File: src/rtl/arb_pkg.sv
// Shared types and constants for the two-source round-robin arbiter.
package arb_pkg;

    typedef enum logic [1:0] {
        IDLE    = 2'd0,
        GRANT_A = 2'd1,
        GRANT_B = 2'd2
    } state_t;

    // Mux select encoding: sel_out drives the downstream 2:1 mux directly.
    localparam logic SEL_A = 1'b0;
    localparam logic SEL_B = 1'b1;

    localparam int CNT_W = 4;

endpackage

File: src/rtl/pipe_reg.sv
// One-entry output register with valid/ready: loads on accept, empties when drained.
module pipe_reg #(
    parameter int W = 8
) (
    input  logic         clk,
    input  logic         rst,
    input  logic         load,
    input  logic [W-1:0] load_data,
    input  logic         drain,
    output logic         valid,
    output logic [W-1:0] data
);

    // NOTE: sequential state uses non-blocking assignments so every flop samples pre-edge values.
    always_ff @(posedge clk or posedge rst) begin
        if (rst) begin
            valid <= 1'b0;
            data  <= '0;
        end else if (load) begin
            valid <= 1'b1;
            data  <= load_data;
        end else if (drain) begin
            valid <= 1'b0;
        end
    end

endmodule

File: src/rtl/rr_arb_2to1.sv
// Two-source round-robin arbiter with bounded bursts feeding a registered output stage.
module rr_arb_2to1
    import arb_pkg::*;
#(
    parameter int DATA_W    = 8,
    parameter int BURST_MAX = 4
) (
    input  logic              clk_in,
    input  logic              rst_in,
    input  logic              a_valid_in,
    input  logic [DATA_W-1:0] a_data_in,
    output logic              a_ready_out,
    input  logic              b_valid_in,
    input  logic [DATA_W-1:0] b_data_in,
    output logic              b_ready_out,
    output logic              y_valid_out,
    output logic [DATA_W-1:0] y_data_out,
    input  logic              y_ready_in,
    output logic              sel_out
);

    localparam logic [CNT_W-1:0] BURST_END = CNT_W'(BURST_MAX);

    state_t            state, state_nxt;
    logic              last_grant, last_grant_nxt;
    logic [CNT_W-1:0]  beat_cnt, beat_cnt_nxt, cnt_inc;
    logic              free, accept_a, accept_b, accept;
    logic              own_valid, other_valid;

    // The output slot can take a new beat when empty or being consumed this cycle.
    assign free        = !y_valid_out || y_ready_in;
    assign a_ready_out = (state == GRANT_A) && free;
    assign b_ready_out = (state == GRANT_B) && free;
    assign accept_a    = a_ready_out && a_valid_in;
    assign accept_b    = b_ready_out && b_valid_in;
    assign accept      = accept_a || accept_b;
    assign cnt_inc     = beat_cnt + 1'b1;
    assign own_valid   = (state == GRANT_B) ? b_valid_in : a_valid_in;
    assign other_valid = (state == GRANT_B) ? a_valid_in : b_valid_in;
    assign sel_out     = (state == GRANT_B) ? SEL_B : SEL_A;

    always_ff @(posedge clk_in or posedge rst_in) begin
        if (rst_in) begin
            state      <= IDLE;
            last_grant <= SEL_B;
            beat_cnt   <= '0;
        end else begin
            state      <= state_nxt;
            last_grant <= last_grant_nxt;
            beat_cnt   <= beat_cnt_nxt;
        end
    end

    always_comb begin
        // NOTE: every output of this block is defaulted first so no path can infer a latch.
        state_nxt      = state;
        last_grant_nxt = last_grant;
        beat_cnt_nxt   = beat_cnt;
        case (state)
            IDLE: begin
                // A wins a tie only when B was the previous winner.
                if (a_valid_in && (!b_valid_in || last_grant == SEL_B)) begin
                    state_nxt      = GRANT_A;
                    last_grant_nxt = SEL_A;
                    beat_cnt_nxt   = '0;
                end else if (b_valid_in) begin
                    state_nxt      = GRANT_B;
                    last_grant_nxt = SEL_B;
                    beat_cnt_nxt   = '0;
                end
            end
            GRANT_A, GRANT_B: begin
                if (!own_valid) begin
                    state_nxt = IDLE;
                end else if (accept) begin
                    if (cnt_inc == BURST_END) begin
                        beat_cnt_nxt = '0;
                        if (other_valid) begin
                            state_nxt      = (state == GRANT_A) ? GRANT_B : GRANT_A;
                            last_grant_nxt = (state == GRANT_A) ? SEL_B : SEL_A;
                        end
                    end else begin
                        beat_cnt_nxt = cnt_inc;
                    end
                end
            end
            default: state_nxt = IDLE;
        endcase
    end

    pipe_reg #(
        .W (DATA_W)
    ) u_out (
        .clk       (clk_in),
        .rst       (rst_in),
        .load      (accept),
        .load_data (accept_b ? b_data_in : a_data_in),
        .drain     (y_ready_in),
        .valid     (y_valid_out),
        .data      (y_data_out)
    );

endmodule

File: config.mk
export PLATFORM = sky130hd
export DESIGN_NAME = rr_arb_2to1
export DESIGN_NICKNAME = d
export VERILOG_FILES = /design/src/rtl/arb_pkg.sv /design/src/rtl/pipe_reg.sv /design/src/rtl/rr_arb_2to1.sv
export SDC_FILE = /design/constraint.sdc
export NUM_CORES = 1
export LEC_CHECK = 0
export CAP_MARGIN = 25
export CORE_MARGIN = 1.5
export CORE_UTILIZATION = 35
export DETAILED_ROUTE_END_ITERATION = 16
export PLACE_DENSITY = 0.77
export SYNTH_ARGS = -nofsm -noshare
export SYNTH_HDL_FRONTEND = slang
export SYNTH_SLANG_ARGS = --single-unit
File: constraint.sdc
create_clock -name clk_in -period 1.7 [get_ports clk_in]
set_input_delay 0.51 -clock clk_in [delete_from_list [all_inputs] [get_ports clk_in]]
set_output_delay 0.51 -clock clk_in [all_outputs]
set_load 0.01 [all_outputs]
==> results of run 1 <==
==> critical path, stage by stage (launching register included) <==
cell	delay, ns
dfrtp_1	0.40
buf_6	0.13
ha_4	0.17
mux2_4	0.30
and2_4	0.18
a22o_4	0.23
mux2_4	0.29
==> cell usage in the layout, fill, tap and decap left out, types with 2 or more instances in the layout <==
master,n
nor3_1,2
dlygate4sd2_1,4
nand3_1,2
buf_6,2
buf_4,18
nor2b_1,2
inv_1,3
clkbuf_4,3
clkdlybuf4s50_1,17
a21oi_1,2
mux2i_1,8
dlymetal6s2s_1,8
mux2_2,2
o21ai_0,9
buf_2,2
nand2_1,13
nor2_1,2
and2_4,3
ha_2,2
mux2_4,3
nand3b_1,2
ha_1,2
dfrtp_1,15
==> cells by family (layout without fill, tap and decap cells) <==
logic type               after synthesis  count (layout)  synth area share
AO/OA/AOI/OAI                         20              20            0.1421
adder cells (fa/ha/maj)                5               5           0.06402
buffers and inverters                  7              59           0.02944
flip-flops                            16              16            0.4110
multiplexers                          13              13            0.1511
AND/OR/NAND/NOR                       36              36            0.2023
==> how the worst max path moves through the flow <==
| stage | startpoint | cells after the start | endpoint |
|---|---|---|---|
| after global routing | state[1] | 6 | state[0] |
| after CTS | state[1] | 6 | state[0] |
| after detailed placement | y_ready_in | 4 | b_ready_out |
| after floorplan | state[0] | 6 | state[0] |
| after global placement | y_ready_in | 4 | b_ready_out |
| final | state[1] | 6 | state[1] |
==> through the flow <==
stage	TNS [ns]	total power (W)
2_1_floorplan	-0.1136	0.001392
3_3_place_gp	-6.080	0.001968
3_5_place_dp	-6.936	0.002026
4_1_cts	-0.4537	0.002351
5_1_grt	-0.6227	0.002579
6_report	-0.3398	0.002383
==> cell usage after synthesis <==
cell type / instances / area (um2)
and4_2: 1 / 10.01
a21oi_1: 3 / 15.01
and2_4: 1 / 8.760
and3_2: 1 / 7.510
dfstp_2: 1 / 26.28
nand2b_1: 2 / 12.51
inv_1: 4 / 15.01
nand3_1: 2 / 10.01
buf_2: 2 / 10.01
o31a_1: 1 / 8.760
mux2_4: 3 / 45.04
clkbuf_1: 1 / 3.750
nor3_1: 2 / 10.01
and2_1: 2 / 12.51
o21ai_0: 9 / 45.04
nor2_1: 2 / 7.510
dfrtp_1: 15 / 375.4
nand2_1: 13 / 48.80
nor2b_1: 2 / 12.51
and3_1: 1 / 6.260
or2b_1: 1 / 7.510
mux2_2: 2 / 22.52
o22a_1: 1 / 8.760
a31oi_1: 1 / 6.260
a221o_1: 1 / 10.01
a32o_1: 1 / 10.01
and2_2: 1 / 7.510
mux2i_1: 8 / 80.08
a22o_2: 1 / 10.01
nand3b_1: 2 / 15.01
a21o_1: 1 / 7.510
a22o_4: 1 / 17.52
nand4_1: 1 / 6.260
ha_1: 5 / 62.56
nor3b_1: 2 / 15.01
==> timing repair <==
action | 4_1_cts | 5_1_grt
resized for setup | 23 | 14
setup buffers | 3 | 0
endpoints found under the hold margin | 0 | 0
pin swaps | 2 | 4
hold buffers | 0 | 0
setup endpoints to repair | 18 | 17
==> power by group <==
part,total (W),leakage (nW),internal (W),switching [W]
Sequential,0.000609,0.204,0.000534,0.0000747
Combinational,0.00153,0.586,0.000854,0.000672
Clock,0.000248,0.0210,0.000130,0.000118
==> layout make-up <==
type | instances | area, um2 | area share
Clock buffer | 4 | 36.28 | 0.02311
Inverter | 4 | 15.01 | 0.009562
Multi-Input combinational cell | 74 | 606.8 | 0.3865
Sequential cell | 16 | 401.6 | 0.2558
Tap cell | 30 | 37.54 | 0.02390
Timing Repair Buffer | 51 | 473.0 | 0.3012
==> per-layer routing <==
layer | up-vias | track usage
met5 | - | 0
met4 | 0 | 0.03061
met3 | 4 | 0.04651
met2 | 30 | 0.2925
met1 | 421 | 0.1896
li1 | 450 | -
==> registers in the layout (all words and copies together), names as in the netlist <==
register	flops
u_out.valid	1
last_grant	1
beat_cnt	4
state	2
u_out.data	8
==> reports/qor.yml, run 1 <==
status:
  status: "finished with violations"
  violations: "negative setup slack"
logic_synthesis:
  synth.cell_area_um2: 977.2
  synth_nets: 123
  syn_area_per_cell_um2: 10.07
  ys_seq_area_frac: 0.4110
  yosysWarnings: 0
  synthCells: 97
  synth_cell_types: 35
  ys_ff_latch: 16
cells_and_area:
  finish.utilization: 0.6116
  nets: 176
  n_fill_cell: 240
  final_cells: 179
  diodes: 0
  fin_area_mm2: 0.001570
  area_growth_pct: 60.69
  drive_above_1_share: 0.3154
floorplanning:
  core_area_mm2: 0.002567
  start_util: 0.3806
  io_pins: 33
  die_h_um: 55.84
  die_area_mm2: 0.003118
  num_rows: 18
  die_width_um: 55.84
sta:
  period_minus_slack_ns: 1.812
  fmax_ghz: 0.5518
  setup_ws_ns: -0.1122
  hold_slack_ns: 0.4822
  slew_headroom: 0.8206
  hold_viol_final: 0
  finalSetupViolCount: 5
  fin_worst_skew_ns: 0.002015
  rsz0062_at_grt: "yes"
  finalCritPeriodShare: 1.066
  finalMaxSlewViolations: 0
  worstMarginPinSlew_ns: 0.2687
clock_network:
  clock_latency_ns: 0.28
  cts_buffer_depth: 2
  clkTransAtPathRegs_ns: 0.09
  cts_tree: "built"
  htreeDepth: 1
  clockRootBuffer: "clkbuf_4"
  clock_sinks: 16
  cts_made_buffers: 3
global_routing:
  grt_pass1_wl_um: 4153
  grt_max_degree: 17
  grt_usage: 0.1612
  grt_overflow: 0
  grt_pass1_vias: 940
  antenna_found_initial: 0
critical_path:
  startpoint_type: "flop"
  rr_worst_depth: 6
  crit_fanout: 6
  cp_data_required_time_ns: 1.87
  crit_path_end_kind: "flop"
  reg2reg_from: "state[1]"
  worstPathArrival_ns: 1.99
  crit_type: "reg -> reg"
  timing.rr.end: "state[1]"
  r2r_slack_ns: -0.11
min_path:
  hold_depth: 2
  hold_path_startpoint: "u_out.data[3]"
  hp-class: "reg -> reg"
  holdPathEnd: "u_out.data[3]"
place:
  dp_hpwl_um: 1780
  gp_congestion: 0.8078
  dpl.cell_count: 172
  place_ws_ns: -0.5773
  io_buffers: 32
  postPlaceCellArea_mm2: 0.001454
job:
  drv_cap: 0
drt:
  vias: 905
  routed_via_density: 5.056
  top_layer: "met4"
  drc: 0
  avgRoutedWirePerCell_um: 13.12
  drt_iter0_markers: 12
  wl_um: 2349
  met3_length_um: 186
  met2WireLength_um: 1149
  ant_nets: 0
  met1_length_um: 1001
  firstDrtPassIters: 4
power:
  power_density_mw_per_mm2: 1518
  ir_worst_vdd_uv: 1006
  p_leak_nw: 0.8101
Note: power is estimated with default switching activity, not from simulation.
==> run 2: changes to the inputs <==
CORE_MARGIN = unset   (was 1.5)
==> run 2 against run 1 <==
Net effect:
- the run still ends with negative setup slack left
- critical path depth is the same
- core utilization is 0.63 points higher
- final cell count up 0.56%
- sequential share of layout area down 0.26 points
- global-route usage rose by 2.6 points
- cell area up 1.0%
- highest routed layer unchanged
==> reports/qor.yml, run 2 (synthesis results as in run 1) <==
clock_network:
  clock_sinks: 16  # unchanged
  clkTransAtPathRegs_ns: 0.09  # about the same
  htreeDepth: 1  # unchanged
  cts_buffer_depth: 2  # unchanged
  cts_tree: "built"
  clockRootBuffer: "clkbuf_4"
  cts_made_buffers: 3  # unchanged
  clock_latency_ns: 0.29  # about the same
  cts_hold_buf: 0  # unchanged
drt:
  routed_via_density: 5.128  # +1.4%
  ant_nets: 0  # unchanged
  met3_length_um: 219  # +18%
  vias: 923  # +2.0%
  drt_iter0_markers: 11  # -1
  drc: 0  # unchanged
  met2WireLength_um: 1283  # +12%
  firstDrtPassIters: 4  # unchanged
  top_layer: "met4"
  wl_um: 2567  # +9.3%
  avgRoutedWirePerCell_um: 14.26  # +8.7%
  met1_length_um: 1024  # +2.3%
sta:
  hold_slack_ns: 0.4848  # +0.002629 ns
  finalMaxSlewViolations: 0  # unchanged
  hold_viol_final: 0  # unchanged
  rsz0062_at_grt: "yes"
  slew_headroom: 0.7978  # -0.02283
  period_minus_slack_ns: 1.812  # -0.0002560 ns
  finalCritPeriodShare: 1.066  # about the same
  fin_worst_skew_ns: 0.001822  # -0.0001935 ns
  fmax_ghz: 0.5519  # about the same
  worstMarginPinSlew_ns: 0.3029  # +0.03420 ns
  finalSetupViolCount: 9  # +4
  setup_ws_ns: -0.1119  # +0.0002560 ns
cells_and_area:
  diodes: 0  # unchanged
  regMostFlops: "u_out.data"
  final_cells: 180  # +0.56%
  mostFrequentLayoutCells: "buf_4, clkdlybuf4s50_1, dfrtp_1"
  nets: 177  # +0.57%
  reg.largest.list: "u_out.data: 8 flops, beat_cnt: 4 flops, state: 2 flops"
  largest_reg_flops: 8  # unchanged
  layout_commonest_cell: "buf_4"
  drive_above_1_share: 0.3200  # +0.004564
  area_growth_pct: 62.36
  fin_area_mm2: 0.001587  # +1.0%
power:
  p_leak_nw: 0.7900  # -2.5%
  ir_worst_vdd_uv: 1035  # +2.9%
  p_clk_frac: 0.104  # about the same
  power_w: 0.002455  # +3.0%
  pwr-share-seq: 0.250  # -0.005
  p_int_w: 0.001545  # +1.8%
  netSwitchingFraction: 0.3708  # +0.007726
  power_density_mw_per_mm2: 1548  # +2.0%
  pwr-share-comb: 0.646  # +0.006
  power_switching_w: 0.0009104  # +5.2%
place:
  postPlaceCellArea_mm2: 0.001446  # -0.52%
  io_buffers: 32  # unchanged
  dpl.cell_count: 171  # -0.58%
  dp_hpwl_um: 1840  # +3.3%
  gp_congestion: 0.8059  # -0.24%
critical_path:
  worstPathArrival_ns: 2.00  # about the same
  crit_fanout: 6  # unchanged
  startpoint_type: "flop"
  crit_type: "reg -> reg"
  r2r_slack_ns: -0.11  # about the same
  crit_path_end_kind: "flop"
  cp_data_required_time_ns: 1.89  # +0.02 ns
floorplanning:
  num_rows: 18  # unchanged
  die_h_um: 54.84  # -1.8%
  start_util: 0.3806  # unchanged
  die_area_mm2: 0.003007  # -3.5%
  die_width_um: 54.84  # -1.8%
  core_area_mm2: 0.002567  # unchanged
  io_pins: 33  # unchanged
global_routing:
  grt_overflow: 0  # unchanged
  grt_pass1_wl_um: 3926  # -5.5%
  grt_pass1_vias: 913  # -2.9%
  grt_max_degree: 18  # +1
  antenna_found_initial: 0  # unchanged
  grt_usage: 0.1874  # +0.02615
min_path:
  hp-class: "reg -> reg"
status:
  status: "finished with violations"
  violations: "negative setup slack"
job:
  drv_cap: 0  # unchanged
run 2: worst paths after layout:
path	from	depth (start not counted)	endpoint
min reg2reg	u_out.data[1]	2	u_out.data[1]
min	u_out.data[1]	2	u_out.data[1]
max reg2reg	state[1]	6	state[1]
max in group asynchronous	rst_in	3	last_grant
min in group asynchronous	rst_in	3	u_out.data[0]
max	state[1]	6	state[1]
run 2: metal layers:
metal | up-vias | track usage
li1 | 453 | -
met1 | 425 | 0.2122
met2 | 40 | 0.3454
met3 | 5 | 0.01944
met4 | 0 | 0.08547
met5 | - | 0
run 2: cell type report:
type                    instances  area [um2]
fillers                       225       980.9
well taps                      30       37.54
repair buffers                 52       473.0
flip-flops and latches         16       401.6
inverters                       4       15.01
multi-input cells              74       623.1
clock buffers                   4       36.28
run 2: stage by stage:
stage               TNS, ns  utilization  worst slack (ns)
finish              -0.5296       0.6179           -0.1119
global route        -0.9513       0.6179           -0.1452
CTS                 -0.4403       0.5970           -0.1055
detailed placement   -6.791       0.5634           -0.5646
global placement     -6.116       0.5634           -0.5486
floorplan           -0.1136            -          -0.05680
run 2: worst max-delay path, stage by stage, from the launching register on:
cell and delay [ns]:
dfrtp_1 0.41, buf_6 0.13, ha_4 0.17, mux2_4 0.30, and2_4 0.17, a22o_4 0.23
mux2_4 0.29
run 2: what timing repair did:
item | CTS | global route
setup endpoints to repair | 21 | 14
gates resized for setup | 28 | 9
setup buffers | 2 | 3
gates cloned | 0 | 0
pin swaps | 4 | 4
run 2: power groups by stage:
stage                     Sequential (W)  Combinational (W)  Clock (W)
final                           0.000613            0.00159   0.000255
after global routing            0.000634            0.00173   0.000281
after CTS                       0.000614            0.00149   0.000261
after detailed placement        0.000626            0.00139          0
after global placement          0.000616            0.00134          0
after floorplan                 0.000671           0.000721          0
